==> config.mk <==
export PLATFORM = sky130hd
export DESIGN_NAME = alu_dmem_unit
export DESIGN_NICKNAME = d
export VERILOG_FILES = /design/src/rtl/alu_dmem_unit.sv
export SDC_FILE = /design/constraint.sdc
export NUM_CORES = 2
export LEC_CHECK = 0
export ABC_AREA = 0
export ABC_CLOCK_PERIOD_IN_PS = 14050
export BUFFER_PORTS_ARGS = -buffer_cell sky130_fd_sc_hd__buf_4
export CAP_MARGIN = 20
export CORE_UTILIZATION = 65
export CTS_BUF_LIST = sky130_fd_sc_hd__clkbuf_4
export CTS_CLUSTER_DIAMETER = 200
export DETAILED_ROUTE_END_ITERATION = 8
export GPL_TIMING_DRIVEN = 0
export PLACE_DENSITY = 0.82
export SETUP_SLACK_MARGIN = 0.05
export SLEW_MARGIN = 20
export SYNTH_ARGS = -nofsm -noshare
export SYNTH_HDL_FRONTEND = slang
export SYNTH_SLANG_ARGS = --single-unit
==> constraint.sdc <==
create_clock -name clk -period 14.05 [get_ports clk]
set_clock_uncertainty 0.15 [all_clocks]
set_input_delay 1.405 -clock clk [delete_from_list [all_inputs] [get_ports clk]]
set_output_delay 1.405 -clock clk [all_outputs]
set_load 0.05 [all_outputs]
==> src/rtl/alu_dmem_unit.sv <==
// ---------------------------------------------------------------------------
// alu_dmem_unit
//   Datapath slice: ALU control decoder, combinational 32-bit ALU with status
//   flags, and a 64 x 32 data memory that reads combinationally and writes
//   synchronously.
//
// Ports
//   clk                 rising-edge clock
//   reset               asynchronous active-low reset. It clears the data
//                       memory and blocks writes while low.
//   ALUop[1:0]          operation class from main control
//   funct[5:0]          R-type function field
//   shamt[4:0]          shift amount
//   src_a, src_b        ALU operands
//   ALU_control_signal  decoded 4-bit ALU operation (1111 = invalid)
//   ALU_result          ALU result
//   ALU_status[7:0]     {zero, overflow, carry/borrow, negative, invalid, 000}
//   DMEM_address        byte address. Word index is bits [7:2].
//   DMEM_data_in        store data
//   DMEM_mem_write      write enable, sampled on the rising clk edge
//   DMEM_mem_read       read enable. The output is 0 when this is low.
//   DMEM_data_out       load data (combinational)
// ---------------------------------------------------------------------------
module alu_dmem_unit #(
  parameter int DATA_W = 32
) (
  input  logic              clk,
  input  logic              reset,
  input  logic [1:0]        ALUop,
  input  logic [5:0]        funct,
  input  logic [4:0]        shamt,
  input  logic [DATA_W-1:0] src_a,
  input  logic [DATA_W-1:0] src_b,
  output logic [3:0]        ALU_control_signal,
  output logic [DATA_W-1:0] ALU_result,
  output logic [7:0]        ALU_status,
  input  logic [31:0]       DMEM_address,
  input  logic [DATA_W-1:0] DMEM_data_in,
  input  logic              DMEM_mem_write,
  input  logic              DMEM_mem_read,
  output logic [DATA_W-1:0] DMEM_data_out
);

  localparam logic [3:0] OP_AND = 4'b0000;
  localparam logic [3:0] OP_OR  = 4'b0001;
  localparam logic [3:0] OP_ADD = 4'b0010;
  localparam logic [3:0] OP_XOR = 4'b0011;
  localparam logic [3:0] OP_SUB = 4'b0110;
  localparam logic [3:0] OP_SLT = 4'b0111;
  localparam logic [3:0] OP_SLL = 4'b1000;
  localparam logic [3:0] OP_SRL = 4'b1001;
  localparam logic [3:0] OP_SRA = 4'b1010;
  localparam logic [3:0] OP_NOR = 4'b1100;
  localparam logic [3:0] OP_INV = 4'b1111;

  localparam int DEPTH = 64;

  // ---------------- ALU control decode ----------------
  logic [3:0] ctrl;

  always_comb begin
    ctrl = OP_INV;
    case (ALUop)
      2'b00: ctrl = OP_ADD;
      2'b01: ctrl = OP_SUB;
      2'b11: ctrl = OP_SLT;
      default: begin
        case (funct)
          6'b100000, 6'b100001: ctrl = OP_ADD;
          6'b100010, 6'b100011: ctrl = OP_SUB;
          6'b100100:            ctrl = OP_AND;
          6'b100101:            ctrl = OP_OR;
          6'b100110:            ctrl = OP_XOR;
          6'b100111:            ctrl = OP_NOR;
          6'b101010:            ctrl = OP_SLT;
          6'b000000:            ctrl = OP_SLL;
          6'b000010:            ctrl = OP_SRL;
          6'b000011:            ctrl = OP_SRA;
          default:              ctrl = OP_INV;
        endcase
      end
    endcase
  end

  assign ALU_control_signal = ctrl;

  // ---------------- ALU datapath ----------------
  logic signed [DATA_W-1:0] a_s;
  logic signed [DATA_W-1:0] b_s;
  logic        [DATA_W:0]   add_ext;
  logic        [DATA_W-1:0] sub_res;
  logic        [DATA_W-1:0] res;
  logic                     ovf;
  logic                     cry;

  assign a_s     = $signed(src_a);
  assign b_s     = $signed(src_b);
  assign add_ext = {1'b0, src_a} + {1'b0, src_b};
  assign sub_res = src_a - src_b;

  always_comb begin
    res = '0;
    ovf = 1'b0;
    cry = 1'b0;
    case (ctrl)
      OP_ADD: begin
        res = add_ext[DATA_W-1:0];
        cry = add_ext[DATA_W];
        ovf = (src_a[DATA_W-1] == src_b[DATA_W-1]) &&
              (res[DATA_W-1] != src_a[DATA_W-1]);
      end
      OP_SUB: begin
        res = sub_res;
        // The borrow flag is the unsigned "a < b" comparison.
        cry = (src_a < src_b);
        ovf = (src_a[DATA_W-1] != src_b[DATA_W-1]) &&
              (res[DATA_W-1] != src_a[DATA_W-1]);
      end
      OP_AND: res = src_a & src_b;
      OP_OR:  res = src_a | src_b;
      OP_XOR: res = src_a ^ src_b;
      OP_NOR: res = ~(src_a | src_b);
      OP_SLT: res = {{(DATA_W-1){1'b0}}, (a_s < b_s)};
      // Shifts operate on src_b only. src_a is the unused rs field.
      OP_SLL: res = src_b << shamt;
      OP_SRL: res = src_b >> shamt;
      OP_SRA: res = $unsigned(b_s >>> shamt);
      default: res = '0;
    endcase
  end

  assign ALU_result = res;
  assign ALU_status = {(res == '0), ovf, cry, res[DATA_W-1], (ctrl == OP_INV), 3'b000};

  // ---------------- data memory ----------------
  logic [DATA_W-1:0] mem_q [DEPTH];
  logic [5:0]        widx;

  // Bits [31:8] and [1:0] are dropped, so addresses wrap every 256 bytes.
  assign widx = DMEM_address[7:2];

  always_ff @(posedge clk or negedge reset) begin
    if (!reset) begin
      for (int i = 0; i < DEPTH; i++) begin
        mem_q[i] <= '0;
      end
    end else if (DMEM_mem_write) begin
      mem_q[widx] <= DMEM_data_in;
    end
  end

  // A read of the word being written returns the old contents until the edge.
  assign DMEM_data_out = DMEM_mem_read ? mem_q[widx] : '0;

endmodule

==> reports/results.txt, run 1 <==
Post-synthesis simple-gate area fraction - 3.450%
Post-synthesis adder-cell area fraction - 1.263%
Placed Area - 0.1068 sq mm
Synth top cells by count - mux2_2, dfrtp_1, a22oi_1
I/O Pins - 221
First Error - [ERROR GRT-0232] Routing congestion too high. Check the congestion heatmap in the GUI.
Synth warn - 0
Top post-synthesis cells by area - dfrtp_1, mux2_2, a22oi_1
CTS root buf - clkbuf_4
Main combinational cell family by area after synthesis - multiplexers
Port bufs - 154
Exit stage - 5_1_grt
Synth Area in XOR/XNOR - 0.1694%
Syn avg cell area - 12.55 sq um
Die width - 390.8 microns
Number of synthesized register bits - 2,048
CTS Sinks - 2,048
Initial core utilization - 65.52%
Synthesized area - 0.09826 sq mm
EDFF count, synth - 0
Die H - 390.8 microns
Compound-Gate Fraction of Synth Area - 14.19%
Row count - 142
Largest net degree at the start of global routing - 166
TritonCTS Buffers - 497
Pre-CTS WS - 4.311 ns
HPWL Detailed - 388.5 mm
Postcts setup bufs - 0
Initial antenna violation count - 190
Area leader, netlist - dfrtp_1
Share of the synthesized area in the top cell type - 52.16%
Post-Syn Instances - 7,829
H-tree Lvls - 5
Sequential fraction of the synthesis area - 52.16%
Routability cong. - 1.164
Post-synthesis mux area share - 25.14%
Async S/R FF share, synth - 100.0%
Yosys cell types - 89
Tot GR Track Use - 85.50%
Max Root-Sink Buffers - 4
Top-count cell post-synth - mux2_2
Overflow after GRT - 353
Status - did not finish
Most used DFF post-synth - dfrtp_1
[layer usage]
metal | global-route usage, % | GRT overflow
met3 | 78.70 | 29
met1 | 87.41 | 27
met2 | 94.55 | 157
met4 | 78.01 | 134
met5 | 59.74 | 6
[repair_timing]
action,in CTS
resized for setup,0
hold buffers,1
endpoints found under the hold margin,73
[logic make-up after synthesis]
| kind of cell | after synthesis |
|---|---|
| AND/OR/NAND/NOR | 690 |
| buffers and inverters | 925 |
| adder cells (fa/ha/maj) | 98 |
| XOR/XNOR | 19 |
| multiplexers | 2162 |
| other | 1 |
| flip-flops | 2048 |
| AO/OA/AOI/OAI | 1886 |
[through the flow]
step	util [%]	instances	hold slack (ns)
4_1_cts	75.03	10980	0.3225
3_5_place_dp	71.23	10190	0.3430
3_3_place_gp	67.98	10000	0.3367
2_1_floorplan	-	7831	0.3293
==> inputs of run 2 (changes only) <==
CORE_UTILIZATION = 40   (was 65)
CTS_BUF_LIST = not set   (was sky130_fd_sc_hd__clkbuf_4)
CTS_CLUSTER_DIAMETER = not set   (was 200)
PLACE_DENSITY = not set   (was 0.82)
PLACE_DENSITY_LB_ADDON = 0.15   (was not set)
SETUP_SLACK_MARGIN = not set   (was 0.05)
==> run 2 against run 1 <==
- the flow now finishes without violations
- area after synthesis did not move
- synthesized cell count did not move
==> reports/results.txt, run 2 <==
Status - complete, no violations
Share of the synthesized area in the top cell type - 52.16%
Avg WL per Cell - 47.32 microns
Top-count cell post-synth - mux2_2
Peak per-stage delay on the critical path - 0.89 ns
Count of nets after finishing - 8,668
Yosys cell types - 89
VDD IR max - 0.0001412 V
Tot GR Track Use - 44.44%
Req. time, crit path - 12.49 ns
Pins over their slew limit - 0
Die H - 497.6 microns
Most frequent cells in the layout - mux2_2, dfrtp_1, a22oi_1
HPWL Detailed - 421.1 mm
Remaining antenna violation count - 0
Async S/R FF share, synth - 100.0%
Synthesized area - 0.09826 sq mm
HP Class - primary input to async pin
Synth top cells by count - mux2_2, dfrtp_1, a22oi_1
Static Leak - 52.05 nW
Max Root-Sink Buffers - 3
Sequential fraction of the synthesis area - 52.16%
Routability cong. - 1.047
Tcrit/Tclk final - 70.90%
TritonCTS Buffers - 215
Postcts setup bufs - 0
CP startpoint kind - primary input
Initial antenna violation count - 94
Largest net degree at the start of global routing - 157
RSZ-0062 raised after global routing - no
Drt pass-1 iters - 7
H-tree Lvls - 4
Initial core utilization - 40.32%
CTS Sinks - 2,048
Residual DRC - 0
I/O Pins - 221
CP Cell Sequence - buf_2, buf_2, buf_1, buf_2, buf_1, o2111ai_1, o211ai_1, a211oi_1, o21ai_0, nor4bb_1, o2111ai_1, or4_1, or4_1, or4_1, nor4_2, buf_4
Top flop regs - mem_q: 2048 flops
Core area - 0.2437 sq mm
Vias in the first global route - 77,750
FF-to-FF Start - mem_q[76]
Slew @ Worst Pin - 1.431 ns
Syn avg cell area - 12.55 sq um
Final min period - 9.962 ns
Total power per unit cell area - 133.4 mW/mm^2
Number of flip-flops in the largest register - 2,048
Clock Latency Late Sink - 0.90 ns
Routed Wire Length - 563.5 mm
TNS Setup - 0 ns
Biggest register - mem_q
P&R area growth vs syn - 18.36%
CTS tree - yes
CP Capture Type - primary output
Worst Path Arrival - 8.41 ns
Critical Path Fanout Max - 10
Most common cell after layout, fill and taps aside - mux2_2
Fillers - 21,920
CTS root buf - clkbuf_16
Layout cells sized above 1 - 36.73%
Final setup violation count - 0
Max Freq - 100.4 MHz
Number of synthesized register bits - 2,048
Max cap viols - 0
Area leader, netlist - dfrtp_1
Setup Crit Path Kind - primary input to primary output
Row count - 181
CTS Hold Bufs - 0
Setup ws final - 4.088 ns
Post-CTS Resized - 0
Pre-CTS WS - 4.417 ns
Slew margin rel. - 4.221%
Slowest cell on crit path - nor4bb_1
EDFF count, synth - 0
First-pass GRT wire length - 736.5 mm
Die width - 497.6 microns
Port bufs - 154
Most used DFF post-synth - dfrtp_1
Die area - 0.2476 sq mm
CP Launch Point - shamt[1]
Post-Syn Instances - 7,829
Final Hold Fails - 0
Vias per std cell - 7.102
DR vias - 84,580
Synth warn - 0
Overflow after GRT - 0
DRT iter0 DRCs - 13,110
Top post-synthesis cells by area - dfrtp_1, mux2_2, a22oi_1
Clock-pin transition on the worst setup and hold timing paths - 0.06 ns
==> run 2: cell counts after synthesis <==
No cell type changed its count.
==> run 2: power breakdown <==
group	internal, W	leakage (nW)	total [W]	switching (W)
clock	0.00323	3.51	0.00583	0.00260
sequential	0.00668	27.2	0.00710	0.000417
combinational	0.00102	21.3	0.00259	0.00157
total	0.0109	52.0	0.0155	0.00459
==> run 2: cell type report <==
class / instances / area (sq um) / share of cell area, %
Sequential cell: 2048 / 51250 / 44.07
Multi-Input combinational cell: 4858 / 43540 / 37.44
Clock buffer: 337 / 6561 / 5.642
Timing Repair Buffer: 377 / 6221 / 5.349
Tap cell: 3202 / 4006 / 3.445
Buffer: 814 / 3495 / 3.005
Clock inverter: 55 / 540.5 / 0.4648
Inverter: 111 / 416.7 / 0.3583
Antenna cell: 107 / 267.8 / 0.2302
==> run 2: critical path: cells and delay by family <==
kind / cells / cell delay (ns)
AND/OR/NAND/NOR: 5 / 2.87
buffers and inverters: 6 / 2.83
AO/OA/AOI/OAI: 5 / 1.26
==> run 2: cells by family (layout without fill, tap and decap cells) <==
group                      count (synthesis)  in the layout  share of synthesized area, %
AOI/OAI and AO/OA                       1886           1886                         14.19
xor gates and xnor gates                  19             19                        0.1694
adders and majority gates                 98             98                         1.263
buffers and inverters                    925           1694                         3.623
DFF                                     2048           2048                         52.16
muxes                                   2162           2162                         25.14
other                                      1            110                      0.003817
and+or+nand+nor                          690            690                         3.450
==> run 2: through the flow <==
stage / hold WS [ns] / area [sq um] / std cells / utilization (%) / power, W
after floorplan: 0.3293 / 98260 / 7831 / - / 0.008422
after global placement: 0.3362 / 103400 / 11190 / 42.44 / 0.009445
after detailed placement: 0.3431 / 108900 / 11410 / 44.69 / 0.009657
after CTS: 0.2265 / 116000 / 11800 / 47.61 / 0.01536
after global routing: 0.2474 / 116000 / 11810 / 47.62 / 0.01585
final: 0.2345 / 116300 / 11910 / 47.72 / 0.01551
==> run 2: final timing paths <==
check | to | slack [ns] | cells past startpoint
max | ALU_status[7] | 4.09 | 16
min | mem_q[1354] | 0.23 | 1
max reg2reg | mem_q[76] | 13.10 | 1
min reg2reg | mem_q[1493] | 0.36 | 1
max in group asynchronous | mem_q[753] | 10.43 | 5
min in group clk | mem_q[1493] | 0.36 | 1
==> run 2: metal layers <==
metal / routed length [microns] / GRT usage (%) / vias to the layer above
li1: - / - / 30980
met1: 216700 / 57.83 / 44720
met2: 225900 / 60.14 / 7064
met3: 76470 / 17.63 / 1778
met4: 44180 / 30.23 / 40
met5: 266 / 0 / -
No activity file was read; power rests on OpenSTA's default activity.
